**src/rtl/rom_arb_pkg.sv**
```systemverilog
// Shared types for the ROM fetch arbiter: default widths, control states and
// the record carried through the first pipeline stage.
package rom_arb_pkg;

  localparam int unsigned DEF_ADDR_W = 64;
  localparam int unsigned DEF_DATA_W = 32;
  // Enough to index up to 8 requesters.
  localparam int unsigned STAGE_ID_W = 3;

  typedef enum logic [1:0] {
    ST_RUN    = 2'd0,
    ST_DRAIN  = 2'd1,
    ST_HALTED = 2'd2
  } state_e;

  typedef struct packed {
    logic                  valid;
    logic [STAGE_ID_W-1:0] id;
    logic                  err;
  } stage_t;

endpackage

```
**src/rtl/rom_fetch_arbiter_rr_arbiter.sv**
```systemverilog
// Combinational round-robin selector: the first requester at or after ptr
// (wrapping) wins; the pointer register lives in the parent.
module rr_arbiter #(
  parameter int unsigned N     = 2,
  parameter int unsigned IDX_W = 3
) (
  input  logic [N-1:0]     req_i,
  input  logic [IDX_W-1:0] ptr_i,
  input  logic             en_i,
  output logic [N-1:0]     gnt_o,
  output logic [IDX_W-1:0] idx_o
);

  logic [N-1:0] rot;
  logic         found;
  int unsigned  abs_idx;

  // Rotate so the pointer position sits at bit 0, then take the lowest set bit.
  always_comb begin
    rot     = N'({req_i, req_i} >> ptr_i);
    gnt_o   = '0;
    idx_o   = '0;
    found   = 1'b0;
    abs_idx = 0;
    for (int unsigned i = 0; i < N; i++) begin
      if (en_i && !found && rot[i]) begin
        found   = 1'b1;
        abs_idx = (32'(ptr_i) + i) % N;
        gnt_o   = N'(1) << abs_idx;
        idx_o   = IDX_W'(abs_idx);
      end
    end
  end

endmodule

```
**src/rtl/rom_fetch_arbiter.sv**
```systemverilog
// Round-robin arbiter sharing one combinational ROM between fetch requesters,
// with a two-cycle response pipeline and a drain-then-halt shutdown sequence.
module rom_fetch_arbiter
  import rom_arb_pkg::*;
#(
  parameter int unsigned NUM_REQ = 2,
  parameter int unsigned ADDR_W  = DEF_ADDR_W,
  parameter int unsigned DATA_W  = DEF_DATA_W,
  parameter int unsigned ID_W    = 3
) (
  input  logic                      clk_i,
  input  logic                      rst_n_i,
  input  logic [NUM_REQ-1:0]        req_valid_i,
  input  logic [NUM_REQ*ADDR_W-1:0] req_addr_i,
  output logic [NUM_REQ-1:0]        req_ready_o,
  output logic                      rsp_valid_o,
  output logic [ID_W-1:0]           rsp_id_o,
  output logic [DATA_W-1:0]         rsp_data_o,
  output logic                      rsp_err_o,
  input  logic                      finish_i,
  output logic [ADDR_W-1:0]         rom_addr_o,
  output logic                      rom_finish_o,
  input  logic [DATA_W-1:0]         rom_data_i,
  output logic                      halted_o
);

  state_e              state_q, state_d;
  logic [ID_W-1:0]     ptr_q, ptr_next, gnt_idx;
  logic [NUM_REQ-1:0]  gnt;
  logic                grant_en_c, hs_c;
  logic [ADDR_W-1:0]   addr_sel;
  stage_t              s1_q;

  rr_arbiter #(
    .N     (NUM_REQ),
    .IDX_W (ID_W)
  ) u_rr (
    .req_i (req_valid_i),
    .ptr_i (ptr_q),
    .en_i  (grant_en_c),
    .gnt_o (gnt),
    .idx_o (gnt_idx)
  );

  assign req_ready_o = gnt;
  assign hs_c        = |gnt;
  assign ptr_next    = (gnt_idx == ID_W'(NUM_REQ - 1)) ? '0 : gnt_idx + ID_W'(1);

  always_comb begin
    addr_sel = '0;
    for (int unsigned k = 0; k < NUM_REQ; k++) begin
      if (gnt[k]) addr_sel = req_addr_i[k*ADDR_W +: ADDR_W];
    end
  end

  always_ff @(posedge clk_i or negedge rst_n_i) begin
    if (!rst_n_i) state_q <= ST_RUN;
    else          state_q <= state_d;
  end

  // No grants issue once draining, so an empty stage 1 means stage 2 empties on this edge.
  always_comb begin
    state_d = state_q;
    case (state_q)
      ST_RUN:    if (finish_i) state_d = ST_DRAIN;
      ST_DRAIN:  if (!s1_q.valid) state_d = ST_HALTED;
      ST_HALTED: state_d = ST_HALTED;
      default:   state_d = ST_RUN;
    endcase
  end

  // Finish wins over any request presented in the same cycle.
  always_comb begin
    grant_en_c = 1'b0;
    if (state_q == ST_RUN && !finish_i) grant_en_c = 1'b1;
  end

  always_ff @(posedge clk_i or negedge rst_n_i) begin
    if (!rst_n_i) begin
      rom_finish_o <= 1'b0;
      halted_o     <= 1'b0;
    end else begin
      rom_finish_o <= (state_d == ST_HALTED);
      halted_o     <= (state_d == ST_HALTED);
    end
  end

  // Stage 1 captures the granted address; stage 2 captures the settled ROM word.
  always_ff @(posedge clk_i or negedge rst_n_i) begin
    if (!rst_n_i) begin
      ptr_q       <= '0;
      s1_q        <= '0;
      rom_addr_o  <= '0;
      rsp_valid_o <= 1'b0;
      rsp_id_o    <= '0;
      rsp_err_o   <= 1'b0;
      rsp_data_o  <= '0;
    end else begin
      s1_q.valid  <= hs_c;
      s1_q.id     <= STAGE_ID_W'(gnt_idx);
      s1_q.err    <= hs_c && (addr_sel[1:0] != 2'b00);
      if (hs_c) begin
        rom_addr_o <= addr_sel;
        ptr_q      <= ptr_next;
      end
      rsp_valid_o <= s1_q.valid;
      rsp_err_o   <= s1_q.valid && s1_q.err;
      if (s1_q.valid) begin
        rsp_data_o <= rom_data_i;
        rsp_id_o   <= ID_W'(s1_q.id);
      end
    end
  end

endmodule
```
**config.mk**
```make
export PLATFORM = sky130hd
export DESIGN_NAME = rom_fetch_arbiter
export DESIGN_NICKNAME = d
export VERILOG_FILES = /design/src/rtl/rom_arb_pkg.sv /design/src/rtl/rom_fetch_arbiter_rr_arbiter.sv /design/src/rtl/rom_fetch_arbiter.sv
export SDC_FILE = /design/constraint.sdc
export NUM_CORES = 1
export LEC_CHECK = 0
export CAP_MARGIN = 0
export CORE_AREA = 2 2 103 105
export DETAILED_ROUTE_END_ITERATION = 10
export DIE_AREA = 0 0 105 107
export DONT_BUFFER_PORTS = 1
export GPL_ROUTABILITY_DRIVEN = 0
export SLEW_MARGIN = 20
export SYNTH_ARGS = -nofsm -noshare
export SYNTH_HDL_FRONTEND = slang
export SYNTH_SLANG_ARGS = --single-unit
export TNS_END_PERCENT = 1
```
**constraint.sdc**
```tcl
create_clock -name clk_i -period 4.47 [get_ports clk_i]
set_input_delay 0.6705 -clock clk_i [delete_from_list [all_inputs] [get_ports clk_i]]
set_output_delay 0.6705 -clock clk_i [all_outputs]
set_load 0.02 [all_outputs]
```
Word-level counts from Yosys, hierarchy flattened

Index checks and enable logic that the tools add are counted.

Flip-flop bits (word level): 112
Latch bits: 0
RAM bits: 0
Memory bits (read-only): 0
Output and inout port bits: 105
Word-level logic and storage cells: 43
Memories kept: 0

$add $sub $neg: 2
$mul: 0
Div/mod/pow operators: 0
$lt $le $gt $ge: 0
Equality and inequality tests: 4
Shift operators: 3
Mux-type cells: 12
Bitwise operators: 0
Reduce and logical (&&, ||, !) cells: 11

Operators by type and width:

| cell                                                               | count |
|---|---|
| 64-bit 2-to-1 mux                                                  | 2 |
| 2-bit 2-to-1 mux                                                   | 4 |
| 1-bit logical AND                                                  | 6 |
| 2-bit case mux with 3 select lines                                 | 1 |
| 2-bit == test (second input constant)                              | 2 |
| 1-bit 2-to-1 mux                                                   | 4 |
| 1-bit by 1-bit << shifter with 2-bit output (first input constant) | 2 |
| 4-bit by 3-bit right shift with 2-bit output                       | 1 |
| 3-bit by 1-bit adder with 3-bit output (second input constant)     | 1 |
| 3-bit by 1-bit == test with 1-bit output (second input constant)   | 1 |
| 3-bit 2-to-1 mux                                                   | 1 |
| 2-bit by 1-bit == test with 1-bit output (second input constant)   | 1 |
| 1-bit logical NOT                                                  | 2 |
| 2-bit logical NOT                                                  | 1 |
| 2-bit nonzero test                                                 | 1 |
| 2-bit OR reduction                                                 | 1 |
| 1-bit adder (second input constant)                                | 1 |

Logic depth before layout (Yosys ltp)

Depth after elaboration: 13
Depth in mapped cells: 6
Gate-level depth less buffers: 4

Modules after synthesis

From an unflattened synthesis, not the netlist that was laid out.

Cell total of the unflattened synthesis: 397
Area, all modules: 4779.6 um2

By module, submodules not included:

| module            | times used | cells each | area an instance (um2) | seq. area each (um2) |
|---|---|---|---|---|
| rom_fetch_arbiter | 1          | 388        | 4715.8                 | 2802.7 |
| rr_arbiter        | 1          | 9          | 63.8                   | 0.0 |

Worst setup path after synthesis

No wires, ideal clock.

Path kind: input to output
Start: input req_valid_i[1]
End: output req_ready_o[1]
Arrival: 1.427 ns
Path slack: 2.373 ns
Stages on the path: 4
Path buffers: 2
Cells stage by stage: buf_2 -> buf_1 -> nand3_1 -> inv_1

Word-level cells in the longest chain between the ends: 7
Elaborated cells between the ends (all ways): 8

RTL lines:

| what                                           | line                               | RTL |
|---|---|---|
| start: declaration                             | rom_fetch_arbiter.sv:13            | `input logic [NUM_REQ-1:0] req_valid_i,` |
| 4-bit by 3-bit right shift with 2-bit output * | rom_fetch_arbiter_rr_arbiter.sv:20 | `rot = N'({req_i, req_i} >> ptr_i);` |
| 1-bit logical AND                              | rom_fetch_arbiter_rr_arbiter.sv:26 | `if (en_i && !found && rot[i]) begin` |
| 1-bit 2-to-1 mux                               | rom_fetch_arbiter_rr_arbiter.sv:26 |  |
| 1-bit logical NOT                              | rom_fetch_arbiter_rr_arbiter.sv:26 |  |
| 1-bit logical AND (2 in series)                | rom_fetch_arbiter_rr_arbiter.sv:26 |  |
| 2-bit 2-to-1 mux *                             | rom_fetch_arbiter_rr_arbiter.sv:26 |  |
| end: declaration                               | rom_fetch_arbiter.sv:15            | `output logic [NUM_REQ-1:0] req_ready_o,` |

Mark *: on every way between the ends. The rest lies on a longest branch, timed or not.

Worst setup path in the final report

Start: register state_q[1]
End: output req_ready_o[0]

Word-level cells in the longest chain between the ends: 9
Elaborated cells between the ends (all ways): 10

RTL lines:

| what                            | line                               | RTL |
|---|---|---|
| start: declaration              | rom_fetch_arbiter.sv:27            | `state_e state_q, state_d;` |
| start signal: assignment        | rom_fetch_arbiter.sv:58            | `else state_q <= state_d;` |
| 2-bit logical NOT *             | rom_fetch_arbiter.sv:75            | `if (state_q == ST_RUN && !finish_i) grant_en_c = 1'b1;` |
| 1-bit logical AND *             | rom_fetch_arbiter.sv:75            |  |
| 1-bit 2-to-1 mux *              | rom_fetch_arbiter.sv:75            |  |
| 1-bit logical AND               | rom_fetch_arbiter_rr_arbiter.sv:26 |  |
| 1-bit 2-to-1 mux                | rom_fetch_arbiter_rr_arbiter.sv:26 |  |
| 1-bit logical NOT               | rom_fetch_arbiter_rr_arbiter.sv:26 |  |
| 1-bit logical AND (2 in series) | rom_fetch_arbiter_rr_arbiter.sv:26 |  |
| 2-bit 2-to-1 mux *              | rom_fetch_arbiter_rr_arbiter.sv:26 |  |

Marked as above.

==> results.cfg <==
[power]
total_leakage_power_nw = 2.10
p_int_mw = 2.09
seqPwrFrac_pct = 60.9
p_per_area_nw_per_um2 = 738
p_switching_mw = 1.68
clkPwrFrac_pct = 14.9
total_power_mw = 3.77
pwr-share-comb_pct = 24.1
switching_share_pct = 44.6
irDropWorstVdd_v = 0.000400

[die]
initial_utilization_pct = 49.9
die_w_um = 105
num_io_pins = 270
die_h_um = 107
die_area_um2 = 11200
num_rows = 37
coreArea_um2 = 10100

[synth]
ys_async_sr_fraction_pct = 100
ys.flop_type = dfrtp_1
yosysTopAreaCell = dfrtp_1
synth_common_cells = dfrtp_1 (106), nand2_1 (65), a221o_1 (64)
synth.most_common_cell = dfrtp_1
postSynthCellCount = 395
synth_edf_count = 0
yosys_warnings = 0
synth_cell_type_count = 26
syn-cell-area_um2 = 5030
ys_seq_area_share_pct = 52.7
synth_area_per_cell_um2 = 12.7
synth_top_cells_by_area = dfrtp_1 (53%), a221o_1 (13%), nor3_2 (12%), mux2_2 (7.4%), nand2_1 (4.8%)
ys_ff_latch = 106
synth_top_area_share_pct = 52.7

[global_route]
grt_pass1_vias = 3272
grt_pass1_wl_mm = 18.1
grt_max_degree = 107
overflow = 0
grt.total_usage_pct = 20.6
antenna_found_initial = 0

[timing]
fin_skew_ns = 0.00982
timing.fmax_mhz = 393
layout_min_cycle_time_ns = 2.55
hold_violations = 0
period_share_pct = 57.0
drv_slew = 0
setup_viol_count_final = 0
holdWs_ns = 0.205
finalSetupTns_ns = 0
rsz0062_at_grt = false
worst_pin_slew_ns = 1.10
worst_slew_margin_rel_pct = 26.9

[routing]
avgViaCountPerCell = 6.35
drt-pass1-iter-count = 4
post_drt_wl_per_cell_um = 23.5
drt_iter0_drc = 217
wl_mm = 12.0
num_vias = 3249
postRouteAntennaNets = 0
route.detailed.drc = 0

[clock_tree]
clockBufferDepth = 2
cts_htree_levels = 3
clock_sink_count = 106
cts.repair.resized = 0
clkTransAtPathRegs_ns = 0.10
hold_buffers = 1
cts_setup_buffers = 0
clock_latency_ns = 0.37
cts_tree = yes
numCtsBuffers = 9
root_buffer = clkbuf_8

[critical_path]
cp_num_buf_inv = 1
cp_data_arrival_time_ns = 1.88
slowest_stage = inv_2
r2r_start = state_q[1]
crit_family = simple AND/OR/NAND/NOR gates
startpoint_type = flip-flop
r2r_cells = 5
r2r-end = rom_addr_o[4]
end_kind = output pin
cp_num_cells = 3
cp.required_ns = 3.80
cpPeakStageDelay_ns = 0.53
startpoint = state_q[1]
worstPathMaxFanout = 32
regToRegSetupSlack_ns = 2.19
crit_type = flip-flop to output pin
cp-endpoint = req_ready_o[0]
cp_cell_sequence = nor3_2 > nand3_2 > inv_2

[layout]
synthToLayoutAreaGrowth_pct = 1.52
final_layout_size_suffix_gt1_share_pct = 32.2
nets = 536
stdcell_area_um2 = 5110
fin_cells = 512
antenna_cells = 0

[place]
post-place-cells = 495
placed_area_um2 = 4900
hpwl_mm = 8.13
io_buffers = 0

[min_path]
hp-class = input port to async pin

[flow_run]
drv_cap = 0

[run_status]
status = completed
cell type report:
class | count | area, um2
multi-input cells | 245 | 2020
flip-flops and latches | 106 | 2650
clock inverters | 6 | 50.0
clock buffers | 10 | 138
inverters | 3 | 11.3
fillers | 910 | 4980
well taps | 136 | 170
repair buffers | 6 | 65.1
power by group through the flow:
stage	Sequential (mW)	Clock (mW)	Combinational, mW
floorplan	2.18	0	0.924
global placement	2.32	0	0.870
detailed placement	2.31	0	0.911
finish	2.30	0.564	0.910
CTS	2.30	0.586	0.924
global route	2.35	0.623	0.995
metal layers:
| layer | vias to the layer above | track usage (%) | share of wire [%] | wire (um) |
|---|---|---|---|---|
| met4 | 0 | 10.3 | 2.8 | 336 |
| met5 | - | 0 | 0 | 0 |
| met3 | 22 | 7.42 | 10 | 1230 |
| met1 | 1624 | 25.6 | 39 | 4710 |
| met2 | 200 | 31.9 | 48 | 5770 |
| li1 | 1403 | - | - | - |
layout by cell type, fill, tap and decap left out:
cell        synthesis  routed
a21o_1              1       1
a221o_1            64      64
and2_1              1       1
buf_16              0       1
buf_4               4       5
clkbuf_8            0      10
clkinv_2            0       1
clkinv_4            0       2
clkinvlp_4          0       1
conb_1              1       2
dfrtp_1           106     106
inv_1               2       2
inv_2               1       1
inv_6               0       1
inv_8               0       1
mux2_2             33      33
mux2i_1             3       3
nand2_1            65      65
nand2b_1            2       2
nand3_1             1       1
nand3_2             1       1
nor2_1              3       3
nor2b_4             0       1
nor3_1              4       4
nor3_2             61      61
o21ai_4             0       1
o22ai_1             1       1
or3_4               0       1
kinds of logic (layout without fill, tap and decap cells):
logic type	count (synthesis)	count (layout)	synth area share [%]
buffers and inverters	45	25	7.65
other	1	2	0.0745
and+or+nand+nor	140	140	18.5
DFF	106	106	52.7
AOI/OAI and AO/OA	67	67	13.1
muxes	36	36	7.98
per-stage QoR:
stage	utilization, %	worst slack (ns)
after CTS	50.6	1.89
after global routing	50.6	1.81
after global placement	48.5	2.12
final	50.6	1.92
after detailed placement	48.5	2.06
after floorplan	-	2.37
state kept, by name (all words and copies together) (netlist names):
register,flops
rsp_valid_o,1
rsp_err_o,1
rsp_id_o,1
rom_addr_o,64
s1_q,3
rsp_data_o,32
halted_o,1
state_q,2
ptr_q,1
how the worst min path moves through the flow:
stage	startpoint	to	depth (start not counted)
floorplan	s1_q[4]	rsp_valid_o	0
global placement	rst_n_i	rom_addr_o[27]	0
detailed placement	rst_n_i	rom_addr_o[27]	0
CTS	rst_n_i	rom_addr_o[39]	1
global route	rst_n_i	rom_addr_o[32]	1
finish	rst_n_i	rom_addr_o[32]	1
Note: power is estimated with default switching activity, not from simulation.
